===== src/rtl/keypad_pkg.sv =====
// Shared constants, state encoding and key decode for the keypad entry buffer.
package keypad_pkg;

  localparam int KEY_STAR = 9;
  localparam int KEY_ZERO = 10;
  localparam int KEY_HASH = 11;

  // Segment order {a,b,c,d,e,f,g}, a is the MSB, active-high.
  localparam logic [6:0] SEG_0     = 7'b1111110;
  localparam logic [6:0] SEG_1     = 7'b0110000;
  localparam logic [6:0] SEG_2     = 7'b1101101;
  localparam logic [6:0] SEG_3     = 7'b1111001;
  localparam logic [6:0] SEG_4     = 7'b0110011;
  localparam logic [6:0] SEG_5     = 7'b1011011;
  localparam logic [6:0] SEG_6     = 7'b1011111;
  localparam logic [6:0] SEG_7     = 7'b1110010;
  localparam logic [6:0] SEG_8     = 7'b1111111;
  localparam logic [6:0] SEG_9     = 7'b1111011;
  localparam logic [6:0] SEG_BLANK = 7'b0000000;

  typedef enum logic {ST_EDIT = 1'b0, ST_HOLD = 1'b1} entry_state_e;

  // Bits 0..8 are keys 1..9; the zero key (and anything else) decodes to 0.
  function automatic logic [3:0] scan_to_bcd(input logic [11:0] scan);
    scan_to_bcd = 4'd0;
    for (int i = 0; i < 9; i++) begin
      if (scan[i]) scan_to_bcd = 4'(i + 1);
    end
  endfunction

endpackage


===== src/rtl/seg7_encode.sv =====
// BCD digit to 7-segment pattern, with blanking and optional output inversion.
module seg7_encode
  import keypad_pkg::*;
#(
  parameter bit SEG_ACTIVE_LOW = 1'b0
) (
  input  logic [3:0] bcd,
  input  logic       blank,
  output logic [6:0] seg
);

  logic [6:0] pattern;

  always_comb begin
    pattern = SEG_BLANK;
    if (!blank) begin
      case (bcd)
        4'd0:    pattern = SEG_0;
        4'd1:    pattern = SEG_1;
        4'd2:    pattern = SEG_2;
        4'd3:    pattern = SEG_3;
        4'd4:    pattern = SEG_4;
        4'd5:    pattern = SEG_5;
        4'd6:    pattern = SEG_6;
        4'd7:    pattern = SEG_7;
        4'd8:    pattern = SEG_8;
        4'd9:    pattern = SEG_9;
        default: pattern = SEG_BLANK;
      endcase
    end
  end

  assign seg = SEG_ACTIVE_LOW ? ~pattern : pattern;

endmodule


===== src/rtl/keypad_entry_display.sv =====
// Multi-digit keypad entry buffer: edits BCD digits under a cursor, drives one
// 7-segment pattern per position, and pulses en on commit (*) / err on bad input.
module keypad_entry_display
  import keypad_pkg::*;
#(
  parameter int NUM_DIGITS     = 4,
  parameter bit WRAP           = 1'b0,
  parameter bit SEG_ACTIVE_LOW = 1'b0
) (
  input  logic                          clk,
  input  logic                          rst,
  input  logic [11:0]                   scan_data,
  input  logic                          valid,
  output logic [7*NUM_DIGITS-1:0]       seg,
  output logic [4*NUM_DIGITS-1:0]       digits,
  output logic [$clog2(NUM_DIGITS)-1:0] cursor,
  output logic                          en,
  output logic                          err
);

  localparam int CW = $clog2(NUM_DIGITS);
  localparam logic [CW-1:0] LAST_POS = CW'(NUM_DIGITS - 1);

  entry_state_e            state_q, state_d;
  logic [4*NUM_DIGITS-1:0] digits_q, digits_d;
  logic [NUM_DIGITS-1:0]   filled_q, filled_d;
  logic [CW-1:0]           cursor_q, cursor_d, cursor_nx;
  logic                    en_d, err_d, valid_q;
  logic                    accept, legal, is_star, is_hash, at_last;
  logic [3:0]              key_bcd;

  // valid has no ready: a key is taken once, on the cycle valid rises; a level
  // held for many cycles (or held through reset, since valid_q resets high) is
  // not taken again until valid drops and rises.
  assign accept    = valid && !valid_q;
  assign legal     = $onehot(scan_data);
  assign is_star   = scan_data[KEY_STAR];
  assign is_hash   = scan_data[KEY_HASH];
  assign key_bcd   = scan_to_bcd(scan_data);
  assign at_last   = (cursor_q == LAST_POS);
  assign cursor_nx = cursor_q + 1'b1;

  always_comb begin
    state_d  = state_q;
    digits_d = digits_q;
    filled_d = filled_q;
    cursor_d = cursor_q;
    en_d     = 1'b0;
    err_d    = 1'b0;
    if (accept) begin
      if (!legal) begin
        err_d = 1'b1;
      end else if (is_star) begin
        en_d    = 1'b1;
        state_d = ST_HOLD;
      end else if (is_hash) begin
        if (state_q == ST_EDIT) begin
          if (!at_last) begin
            cursor_d                   = cursor_nx;
            digits_d[4*cursor_nx +: 4] = 4'd0;
            filled_d[cursor_nx]        = 1'b1;
          end else if (WRAP) begin
            cursor_d = '0;
          end else begin
            err_d = 1'b1;
          end
        end
      end else if (state_q == ST_HOLD) begin
        // A digit after commit starts a fresh entry.
        digits_d      = '0;
        filled_d      = '0;
        digits_d[3:0] = key_bcd;
        filled_d[0]   = 1'b1;
        cursor_d      = '0;
        state_d       = ST_EDIT;
      end else begin
        digits_d[4*cursor_q +: 4] = key_bcd;
        filled_d[cursor_q]        = 1'b1;
      end
    end
  end

  always_ff @(posedge clk) begin
    if (rst) begin
      state_q  <= ST_EDIT;
      digits_q <= '0;
      filled_q <= NUM_DIGITS'(1);
      cursor_q <= '0;
      en       <= 1'b0;
      err      <= 1'b0;
      valid_q  <= 1'b1;
    end else begin
      state_q  <= state_d;
      digits_q <= digits_d;
      filled_q <= filled_d;
      cursor_q <= cursor_d;
      en       <= en_d;
      err      <= err_d;
      valid_q  <= valid;
    end
  end

  assign digits = digits_q;
  assign cursor = cursor_q;

  for (genvar i = 0; i < NUM_DIGITS; i++) begin : g_seg
    seg7_encode #(.SEG_ACTIVE_LOW(SEG_ACTIVE_LOW)) u_seg (
      .bcd  (digits_q[4*i +: 4]),
      .blank(!filled_q[i]),
      .seg  (seg[7*i +: 7])
    );
  end

endmodule


===== config.mk =====
export PLATFORM = sky130hd
export DESIGN_NAME = keypad_entry_display
export DESIGN_NICKNAME = d
export VERILOG_FILES = /design/src/rtl/keypad_pkg.sv /design/src/rtl/seg7_encode.sv /design/src/rtl/keypad_entry_display.sv
export SDC_FILE = /design/constraint.sdc
export NUM_CORES = 1
export LEC_CHECK = 0
export BUFFER_PORTS_ARGS = -buffer_cell sky130_fd_sc_hd__buf_2
export CAP_MARGIN = 20
export CORE_MARGIN = 1
export CORE_UTILIZATION = 44
export CTS_CLUSTER_DIAMETER = 50
export CTS_CLUSTER_SIZE = 16
export DETAILED_ROUTE_END_ITERATION = 7
export PLACE_DENSITY = 0.65
export REMOVE_ABC_BUFFERS = 1
export SYNTH_ARGS = -nofsm -noshare
export SYNTH_HDL_FRONTEND = slang
export SYNTH_SLANG_ARGS = --single-unit

===== constraint.sdc =====
create_clock -name clk -period 10.7 [get_ports clk]
set_clock_uncertainty 0.2 [all_clocks]
set_input_delay 2.14 -clock clk [delete_from_list [all_inputs] [get_ports clk]]
set_output_delay 2.14 -clock clk [all_outputs]
set_load 0.02 [all_outputs]

==> results by group, run 1 <==
Layout
  – Area occupied by multi-input gates: 0.00227 sq mm
  – P&R area growth vs syn: 13.8%
  – Final instance area: 0.00406 sq mm
  – Sequential Area: 0.00108 sq mm
  – Commonest non-fill, non-tap cells in the layout: 62 x buf_2, 54 x dfxtp_1, 38 x inv_1, 33 x ha_1, 31 x and2_1
  – Share of layout cells above drive strength 1: 20.6%
  – Most common cell after layout, fill and taps aside: buf_2
  – # diodes: 0
  – Final nets: 519
  – Fillers: 780

Pwr
  – Pint: 0.000312 W
  – Power density over the cells: 116 mW/mm^2
  – Combinational share of power: 27.0%
  – Design Power: 0.000471 W
  – Clock share of power: 29.7%
  – Switching power: 0.000158 W
  – Worst vdd ir: 55.9 uV
  – Net Sw Frac: 33.7%
  – Leakage power: 1.79 nW
  – Reg power frac: 43.3%

Setup path
  – WP buf/inv: 5
  – CP Launch Type: input pin
  – Worst Path Required: 10750 ps
  – Crit path kind: input pin to flip-flop
  – Worst setup startpoint: scan_data[0]
  – Slowest cell on the critical path: or4_4
  – CP Cell Sequence: buf_2 > fa_1 > fa_1 > inv_1 > fa_1 > fa_1 > inv_1 > ha_1 > inv_1 > fa_1 > nor2_1 > a31oi_2 > or4_4 > o32ai_2 > inv_1 > ha_1 > mux2_1 > o21ai_1
  – R2r startpoint: cursor[0]$_SDFFE_PP0P_
  – Delay-heaviest family, CP: adder cells
  – CP endpoint kind: flip-flop
  – Arrival @ worst endpoint: 7580 ps
  – CP most frequent cell: fa_1
  – CP peak stage delay: 720 ps
  – Crit-path max FO: 22

GRT
  – Largest net degree at the start of global routing: 44
  – GRT overflow: 0
  – GRT Total Usage: 19.8%
  – Vias in the first global route: 2840
  – Initial antenna violation count: 0
  – First-pass GRT wire length: 13.4 mm

Die
  – Die area: 0.00847 sq mm
  – Initial core utilization: 45.9%
  – Row cnt: 32
  – Core Footprint: 0.00777 sq mm
  – DIE WIDTH: 92.0 microns
  – DIE HEIGHT: 92.0 microns
  – Ports: 63

Timing
  – Tcrit/Tclk final: 70.4%
  – RSZ-0062 raised after global routing: false
  – Max-slew violation count: 0
  – Final worst slack: 3170 ps
  – Slew HR: 28.5%
  – Clock period minus worst slack: 7530 ps
  – Slew @ Worst Pin: 1070 ps
  – Final setup viols: 0
  – Max frequency: 133 MHz
  – Hold WS: 306 ps
  – Setup TNS: 0 ps
  – Final Hold Fails: 0

Synth
  – Post-synth EDFFs: 0
  – Synthesis warning total: 0
  – Asr flop ratio synth: 0%
  – Syn_area_per_cell: 8.72 sq um
  – Register area share after synthesis: 30.3%
  – Netlist cell types: 70
  – Cells after Synth: 409
  – Largest cells by area after synthesis: dfxtp_1 30%, ha_1 12%, and2_1 5.4%
  – Area leader, netlist: dfxtp_1
  – #FFs+latches synth: 54
  – Mapped Area: 0.00356 sq mm
  – Top_reg_cell synth: dfxtp_1
  – Yosys top cell area share: 30.3%

Placement
  – Hpwl dp: 6.16 mm
  – GP Congestion: 0.865
  – Post-Place Worst Slack: 2860 ps
  – I/O Buffers: 62
  – Cell Area, Placed: 0.00394 sq mm

Route
  – Remaining DRCs: 0
  – Total routed wirelength: 7.98 mm
  – Vias: 3138
  – WL/cell: 14.1 microns
  – Initial drt markers: 137
  – Detailed Routing Iterations Pass 1: 4
  – Vias/cell: 5.53
  – Final ANT Viol Nets: 0

Clocking
  – H-tree levels: 2
  – Clock sinks: 54
  – # Post-CTS Setup Buffers: 0
  – Hold_buf cts: 0
  – Clock-pin slew on the worst setup and hold paths: 100 ps
  – CTS buffer count: 5
  – Clk buf depth: 2
  – CTS-repair resized insts: 0
  – CTS tree: done
  – CTS root buf: clkbuf_8
  – Clk_lat worst skew: 310 ps

Min path
  – Critical hold path startpoint: digits[12]$_SDFFE_PP0N_
  – Hold crit path type: flip-flop to flip-flop

Flow run
  – # Max-Cap Violations: 0

Outcome
  – Outcome: finished clean
[tightest hold or removal path, stage by stage (launching register included)]
cell	delay [ps]
dfxtp_1	330
nand2_1	70
a21oi_1	60
[layer usage]
| metal | track usage [%] | routed length (microns) | vias up |
|---|---|---|---|
| met2 | 34.3 | 3790 | 74 |
| met3 | 3.57 | 315 | 18 |
| met1 | 24.3 | 3670 | 1479 |
| met4 | 7.81 | 199 | 0 |
| li1 | - | - | 1567 |
| met5 | 0 | 0 | - |
[cells by family (layout without fill, tap and decap cells)]
logic type	Yosys count	in the layout	synth area share (%)
DFF	54	54	30.3
adders and majority gates	40	40	15.5
xor gates and xnor gates	2	2	0.491
buffers and inverters	54	110	6.14
muxes	9	9	2.77
AOI/OAI and AO/OA	109	109	21.8
and+or+nand+nor	141	141	22.9
[worst paths after layout]
check	end	slack [ps]	cells after the start
max reg2reg	flip-flop	6880	10
min	digits[12]$_SDFFE_PP0N_	310	2
max	flip-flop	3170	18
min reg2reg	digits[12]$_SDFFE_PP0N_	310	2
[synth_stat cells, types with 4 or more instances]
master / number
dfxtp_1: 54
a31oi_1: 4
ha_1: 33
nand3_1: 4
or2_2: 5
o21ai_1: 4
a21oi_1: 27
fa_1: 7
clkbuf_1: 11
o22ai_1: 4
o31ai_1: 5
o21ai_0: 17
nand2_1: 22
nor2_1: 30
nor3_1: 8
a21o_1: 5
mux2_2: 5
and2_1: 31
nor2b_1: 6
inv_1: 38
[metrics by stage]
step / util, % / cells
2_1_floorplan: - / 394
3_3_place_gp: 50.8 / 559
3_5_place_dp: 50.8 / 559
4_1_cts: 52.2 / 567
5_1_grt: 52.2 / 567
6_report: 52.2 / 567
[cell type report]
| cell class | count | area share [%] |
|---|---|---|
| inverters | 39 | 3.61 |
| clock buffers | 5 | 1.70 |
| flip-flops and latches | 54 | 26.7 |
| multi-input cells | 301 | 56.0 |
| well taps | 102 | 3.15 |
| repair buffers | 63 | 7.83 |
| clock inverters | 3 | 1.08 |
[power by group through the flow]
| stage | combinational, W | clock (W) | sequential (W) |
|---|---|---|---|
| 2_1_floorplan | 0.0000887 | 0 | 0.000209 |
| 3_3_place_gp | 0.000124 | 0 | 0.000208 |
| 3_5_place_dp | 0.000127 | 0 | 0.000208 |
| 4_1_cts | 0.000127 | 0.000143 | 0.000204 |
| 5_1_grt | 0.000143 | 0.000151 | 0.000204 |
| 6_report | 0.000127 | 0.000140 | 0.000204 |
Note: power is estimated with default switching activity, not from simulation.
==> inputs of run 2 (changes only) <==
--- a/config.mk
+++ b/config.mk
@@ -12,7 +12,7 @@
 export CTS_CLUSTER_DIAMETER = 50
 export CTS_CLUSTER_SIZE = 16
 export DETAILED_ROUTE_END_ITERATION = 7
-export PLACE_DENSITY = 0.65
+export PLACE_DENSITY = 0.68
 export REMOVE_ABC_BUFFERS = 1
 export SYNTH_ARGS = -nofsm -noshare
 export SYNTH_HDL_FRONTEND = slang
==> constraint.sdc (replaced) <==
create_clock -name clk -period 6.8 [get_ports clk]
set_clock_uncertainty 0.2 [all_clocks]
set_input_delay 1.36 -clock clk [delete_from_list [all_inputs] [get_ports clk]]
set_output_delay 1.36 -clock clk [all_outputs]
set_load 0.02 [all_outputs]
==> results by group, run 2 (synthesized netlist as in run 1, its figures left out) <==
Outcome
  – Outcome: finished clean

GRT
  – GRT overflow: 0 (unchanged)
  – Vias in the first global route: 3058 (+7.7%)
  – Largest net degree at the start of global routing: 44 (unchanged)
  – First-pass GRT wire length: 14.1 mm (+5.6%)
  – Initial antenna violation count: 0 (unchanged)
  – GRT Total Usage: 20.4% (+0.52 points)

Min path
  – Hold crit path type: flip-flop to flip-flop

Clocking
  – H-tree levels: 2 (unchanged)
  – Clk_lat worst skew: 300 ps (about the same)
  – CTS-repair resized insts: 0 (unchanged)
  – Clock-pin slew on the worst setup and hold paths: 90 ps (about the same)
  – Clk buf depth: 2 (unchanged)
  – CTS root buf: clkbuf_8
  – CTS tree: done
  – Clock sinks: 54 (unchanged)
  – Hold_buf cts: 0 (unchanged)
  – CTS buffer count: 5 (unchanged)
  – # Post-CTS Setup Buffers: 0 (unchanged)

Timing
  – Tcrit/Tclk final: 94.2%
  – Final setup viols: 0 (unchanged)
  – Max-slew violation count: 0 (unchanged)
  – Setup TNS: 0 ps (unchanged)
  – Hold WS: 315 ps (+8.31 ps)
  – Slew HR: 43.9% (+15 points)
  – Clock period minus worst slack: 6410 ps
  – Slew @ Worst Pin: 839 ps (-230 ps)
  – Final Hold Fails: 0 (unchanged)
  – Max frequency: 156 MHz
  – RSZ-0062 raised after global routing: false

Setup path
  – Arrival @ worst endpoint: 6400 ps (-1180 ps)
  – CP Launch Type: input pin
  – Worst Path Required: 6790 ps (-3960 ps)
  – Crit-path max FO: 11 (-50%)
  – CP peak stage delay: 520 ps (-200 ps)
  – CP most frequent cell: fa_1
  – CP endpoint kind: flip-flop
  – Crit path kind: input pin to flip-flop
  – Delay-heaviest family, CP: adder cells
  – CP Cell Sequence: buf_2 > fa_1 > fa_1 > inv_1 > fa_1 > fa_1 > inv_1 > ha_1 > inv_1 > fa_1 > nor2_1 > a31oi_2 > buf_4 > nor3_1 > nand3_1 > a21oi_1 > inv_1 > ha_1 > a22o_1 > a211o_1
  – WP buf/inv: 6 (+1)
  – Slowest cell on the critical path: fa_1

Placement
  – Hpwl dp: 6.40 mm (+3.9%)
  – GP Congestion: 0.832 (-3.8%)
  – I/O Buffers: 62 (unchanged)

Pwr
  – Power density over the cells: 178 mW/mm^2 (+54%)
  – Leakage power: 1.83 nW (+2.7%)
  – Worst vdd ir: 106 uV (+90%)

Die
  – Die area: 0.00847 sq mm (unchanged)
  – Row cnt: 32 (unchanged)
  – Initial core utilization: 45.9% (unchanged)
  – Ports: 63 (unchanged)
  – DIE HEIGHT: 92.0 microns (unchanged)
  – DIE WIDTH: 92.0 microns (unchanged)
  – Core Footprint: 0.00777 sq mm (unchanged)

Flow run
  – # Max-Cap Violations: 0 (unchanged)

Route
  – Remaining DRCs: 0 (unchanged)
  – WL/cell: 14.4 microns (+2.2%)
  – Initial drt markers: 185 (+35%)
  – Detailed Routing Iterations Pass 1: 4 (unchanged)
  – Vias: 3169 (+0.99%)
  – Total routed wirelength: 8.31 mm (+4.1%)
  – Vias/cell: 5.48 (-0.93%)
  – Final ANT Viol Nets: 0 (unchanged)

Layout
  – Fin util: 53.2% (+0.97 points)
  – Final nets: 530 (+2.1%)
  – # diodes: 0 (unchanged)
  – Fillers: 748 (-4.1%)
  – Most common cell after layout, fill and taps aside: buf_2
  – Commonest non-fill, non-tap cells in the layout: 62 x buf_2, 54 x dfxtp_1, 38 x inv_1, 33 x ha_1, 31 x and2_1
  – Share of layout cells above drive strength 1: 22.5% (+1.8 points)
  – P&R area growth vs syn: 15.9%
-- run 2: report_power, final --
part           switching [W]  internal, W  total, W
Sequential        0.00000248     0.000318  0.000321
Clock               0.000101    0.0000935  0.000194
Combinational       0.000141    0.0000807  0.000222
-- run 2: cell type report --
| class | instances | area (sq um) | share of cell area, % |
|---|---|---|---|
| Sequential cell | 54 | 1080 | 26.2 |
| Timing Repair Buffer | 74 | 400 | 9.69 |
| Clock inverter | 1 | 8.76 | 0.212 |
| Multi-Input combinational cell | 301 | 2270 | 55.0 |
| Tap cell | 102 | 128 | 3.09 |
| Inverter | 39 | 146 | 3.54 |
| Clock buffer | 7 | 96.3 | 2.33 |
-- run 2: worst paths after layout --
kind	cells after the start	slack (ps)	from	endpoint
worst min register to register	2	310	digits[12]$_SDFFE_PP0N_	digits[12]$_SDFFE_PP0N_
worst min-delay path	2	310	digits[12]$_SDFFE_PP0N_	digits[12]$_SDFFE_PP0N_
worst max-delay path	20	390	scan_data[0]	flip-flop
worst max register to register	10	2990	cursor[0]$_SDFFE_PP0P_	flip-flop
-- run 2: per-stage QoR --
| step | instances | cell area [sq um] | worst slack [ps] | power (W) |
|---|---|---|---|---|
| final | 578 | 4130 | 392 | 0.000737 |
| after global routing | 578 | 4130 | 175 | 0.000779 |
| after CTS | 578 | 4130 | 453 | 0.000742 |
| after detailed placement | 570 | 4030 | 140 | 0.000545 |
| after global placement | 570 | 4030 | 274 | 0.000539 |
| after floorplan | 394 | 3490 | 92.0 | 0.000468 |
-- run 2: worst min-delay path: stages (launching register included) --
cell and delay [ps]:
dfxtp_1 330, nand2_1 70, a21oi_1 60
-- run 2: per-layer routing --
metal / global-route usage, % / vias up / part of all wire, %
li1: - / 1579 / -
met1: 25.9 / 1496 / 46
met2: 35.2 / 80 / 48
met3: 3.40 / 14 / 4.3
met4: 5.99 / 0 / 1.4
met5: 0 / - / 0
==> inputs of run 3 (changes only) <==
==> constraint.sdc (replaced) <==
create_clock -name clk -period 6.8 [get_ports clk]
set_clock_uncertainty 0.2 [all_clocks]
set_input_delay 0.68 -clock clk [delete_from_list [all_inputs] [get_ports clk]]
set_output_delay 0.68 -clock clk [all_outputs]
set_load 0.02 [all_outputs]
==> results by group, run 3 (synthesized netlist as in run 1, its figures left out) <==
Setup path
  – CP Cell Sequence: buf_2 > fa_1 > fa_1 > inv_1 > fa_1 > fa_1 > inv_1 > ha_1 > inv_1 > fa_1 > nor2_1 > a31oi_2 > or4_4 > nand2b_1 > a21oi_1 > inv_1 > ha_1 > mux2_1 > o21ai_1
  – CP peak stage delay: 720 ps (+200 ps)
  – Crit-path max FO: 22 (+11)
  – Delay-heaviest family, CP: adder cells
  – Reg2Reg Setup Slack: 3000 ps (about the same)
  – WP buf/inv: 5 (-1)
  – CP Launch Type: input pin
  – Worst Path Required: 6840 ps (+50 ps)
  – CP most frequent cell: fa_1
  – CP endpoint kind: flip-flop
  – Crit path kind: input pin to flip-flop
  – Slowest cell on the critical path: or4_4
  – Arrival @ worst endpoint: 6090 ps (-310 ps)

Timing
  – Final setup viols: 0 (unchanged)
  – Max frequency: 165 MHz (+5.8%)
  – Clock period minus worst slack: 6050 ps (-354 ps)
  – Tcrit/Tclk final: 89.0% (-5.2 points)
  – Slew @ Worst Pin: 1040 ps (+203 ps)
  – Setup TNS: 0 ps (unchanged)
  – RSZ-0062 raised after global routing: false
  – Max-slew violation count: 0 (unchanged)
  – Slew HR: 30.3% (-14 points)
  – Final Hold Fails: 0 (unchanged)

Layout
  – Final nets: 521 (-1.7%)
  – Commonest non-fill, non-tap cells in the layout: 62 x buf_2, 54 x dfxtp_1, 38 x inv_1, 33 x ha_1, 31 x and2_1
  – Most common cell after layout, fill and taps aside: buf_2
  – Layout Cells excl Fill: 569 (-1.6%)
  – # diodes: 0 (unchanged)
  – Share of layout cells above drive strength 1: 20.8% (-1.7 points)
  – P&R area growth vs syn: 13.5%

Clocking
  – H-tree levels: 2 (unchanged)
  – # Post-CTS Setup Buffers: 0 (unchanged)
  – CTS-repair resized insts: 0 (unchanged)
  – Clk buf depth: 2 (unchanged)
  – CTS root buf: clkbuf_8
  – Clock-pin slew on the worst setup and hold paths: 100 ps (about the same)
  – Hold_buf cts: 0 (unchanged)
  – Clock sinks: 54 (unchanged)
  – Clk_lat worst skew: 300 ps (about the same)
  – CTS buffer count: 5 (unchanged)
  – CTS tree: done

Die
  – Initial core utilization: 45.9% (unchanged)
  – Core Footprint: 0.00777 sq mm (unchanged)
  – Row cnt: 32 (unchanged)
  – Die area: 0.00847 sq mm (unchanged)
  – Ports: 63 (unchanged)
  – DIE HEIGHT: 92.0 microns (unchanged)
  – DIE WIDTH: 92.0 microns (unchanged)

Route
  – Remaining DRCs: 0 (unchanged)
  – WL/cell: 14.0 microns (-2.6%)
  – Vias/cell: 5.55 (+1.2%)
  – Vias: 3157 (-0.38%)
  – Met3 WL: 539 microns (+52%)
  – Uppermost routed layer: met4
  – Detailed Routing Iterations Pass 1: 6 (+2)
  – Initial drt markers: 172 (-7.0%)
  – Met2 Wirelength: 3.81 mm (-4.3%)
  – Total routed wirelength: 7.96 mm (-4.2%)
  – Wire length on met1: 3.49 mm (-9.6%)
  – Final ANT Viol Nets: 0 (unchanged)

Placement
  – I/O Buffers: 62 (unchanged)
  – Hpwl dp: 6.18 mm (-3.4%)
  – GP Congestion: 0.899 (+8.0%)
  – Placed cells: 561 (-1.6%)

GRT
  – Largest net degree at the start of global routing: 44 (unchanged)
  – First-pass GRT wire length: 13.4 mm (-4.8%)
  – Initial antenna violation count: 0 (unchanged)
  – Vias in the first global route: 3004 (-1.8%)
  – GRT Total Usage: 19.2% (-1.1 points)
  – GRT overflow: 0 (unchanged)

Outcome
  – Outcome: finished clean

Pwr
  – Worst vdd ir: 105 uV (-1.2%)
  – Leakage power: 1.78 nW (-2.8%)
  – Power density over the cells: 172 mW/mm^2 (-3.5%)

Flow run
  – # Max-Cap Violations: 0 (unchanged)

Min path
  – Hold crit path type: flip-flop to flip-flop
run 3: layout make-up:
class / instances / area, sq um
Timing Repair Buffer: 65 / 333
Inverter: 39 / 146
Multi-Input combinational cell: 301 / 2270
Clock inverter: 2 / 13.8
Clock buffer: 6 / 72.6
Fill cell: 740 / 3720
Sequential cell: 54 / 1080
Tap cell: 102 / 128
run 3: routing by layer:
layer  vias to the layer above  global-route usage [%]
met2                       100                    33.8
met4                         0                    5.47
met5                         -                       0
li1                       1570                       -
met3                        14                    3.73
met1                      1473                    23.7
run 3: worst paths after layout:
path,from,endpoint,cells after the start
setup / recovery,scan_data[0],flip-flop,19
setup reg to reg,cursor[0]$_SDFFE_PP0P_,flip-flop,10
hold reg to reg,digits[12]$_SDFFE_PP0N_,digits[12]$_SDFFE_PP0N_,2
hold / removal,digits[12]$_SDFFE_PP0N_,digits[12]$_SDFFE_PP0N_,2
run 3: per-stage QoR:
stage	area, sq um	hold slack [ps]	util [%]	setup WS (ps)	power [W]
floorplan	3490	269	-	772	0.000468
global placement	3960	292	51.0	613	0.000521
detailed placement	3960	288	51.0	443	0.000526
CTS	4050	305	52.1	775	0.000700
global route	4050	342	52.1	455	0.000742
finish	4050	307	52.1	745	0.000696
run 3: worst reg2reg max path: stages, from the launching register on:
cell and delay (ps):
dfxtp_1 590, inv_1 210, ha_1 400, nor4b_1 570
o211ai_1 340, o32ai_2 600, inv_1 140, ha_1 230
inv_1 90, nor3_1 60, a211o_1 280
run 3: report_power, final:
| part | internal [W] | leakage (nW) | switching, W |
|---|---|---|---|
| clock | 0.0000729 | 0.0452 | 0.000101 |
| sequential | 0.000318 | 0.436 | 0.00000243 |
| combinational | 0.0000635 | 1.30 | 0.000139 |
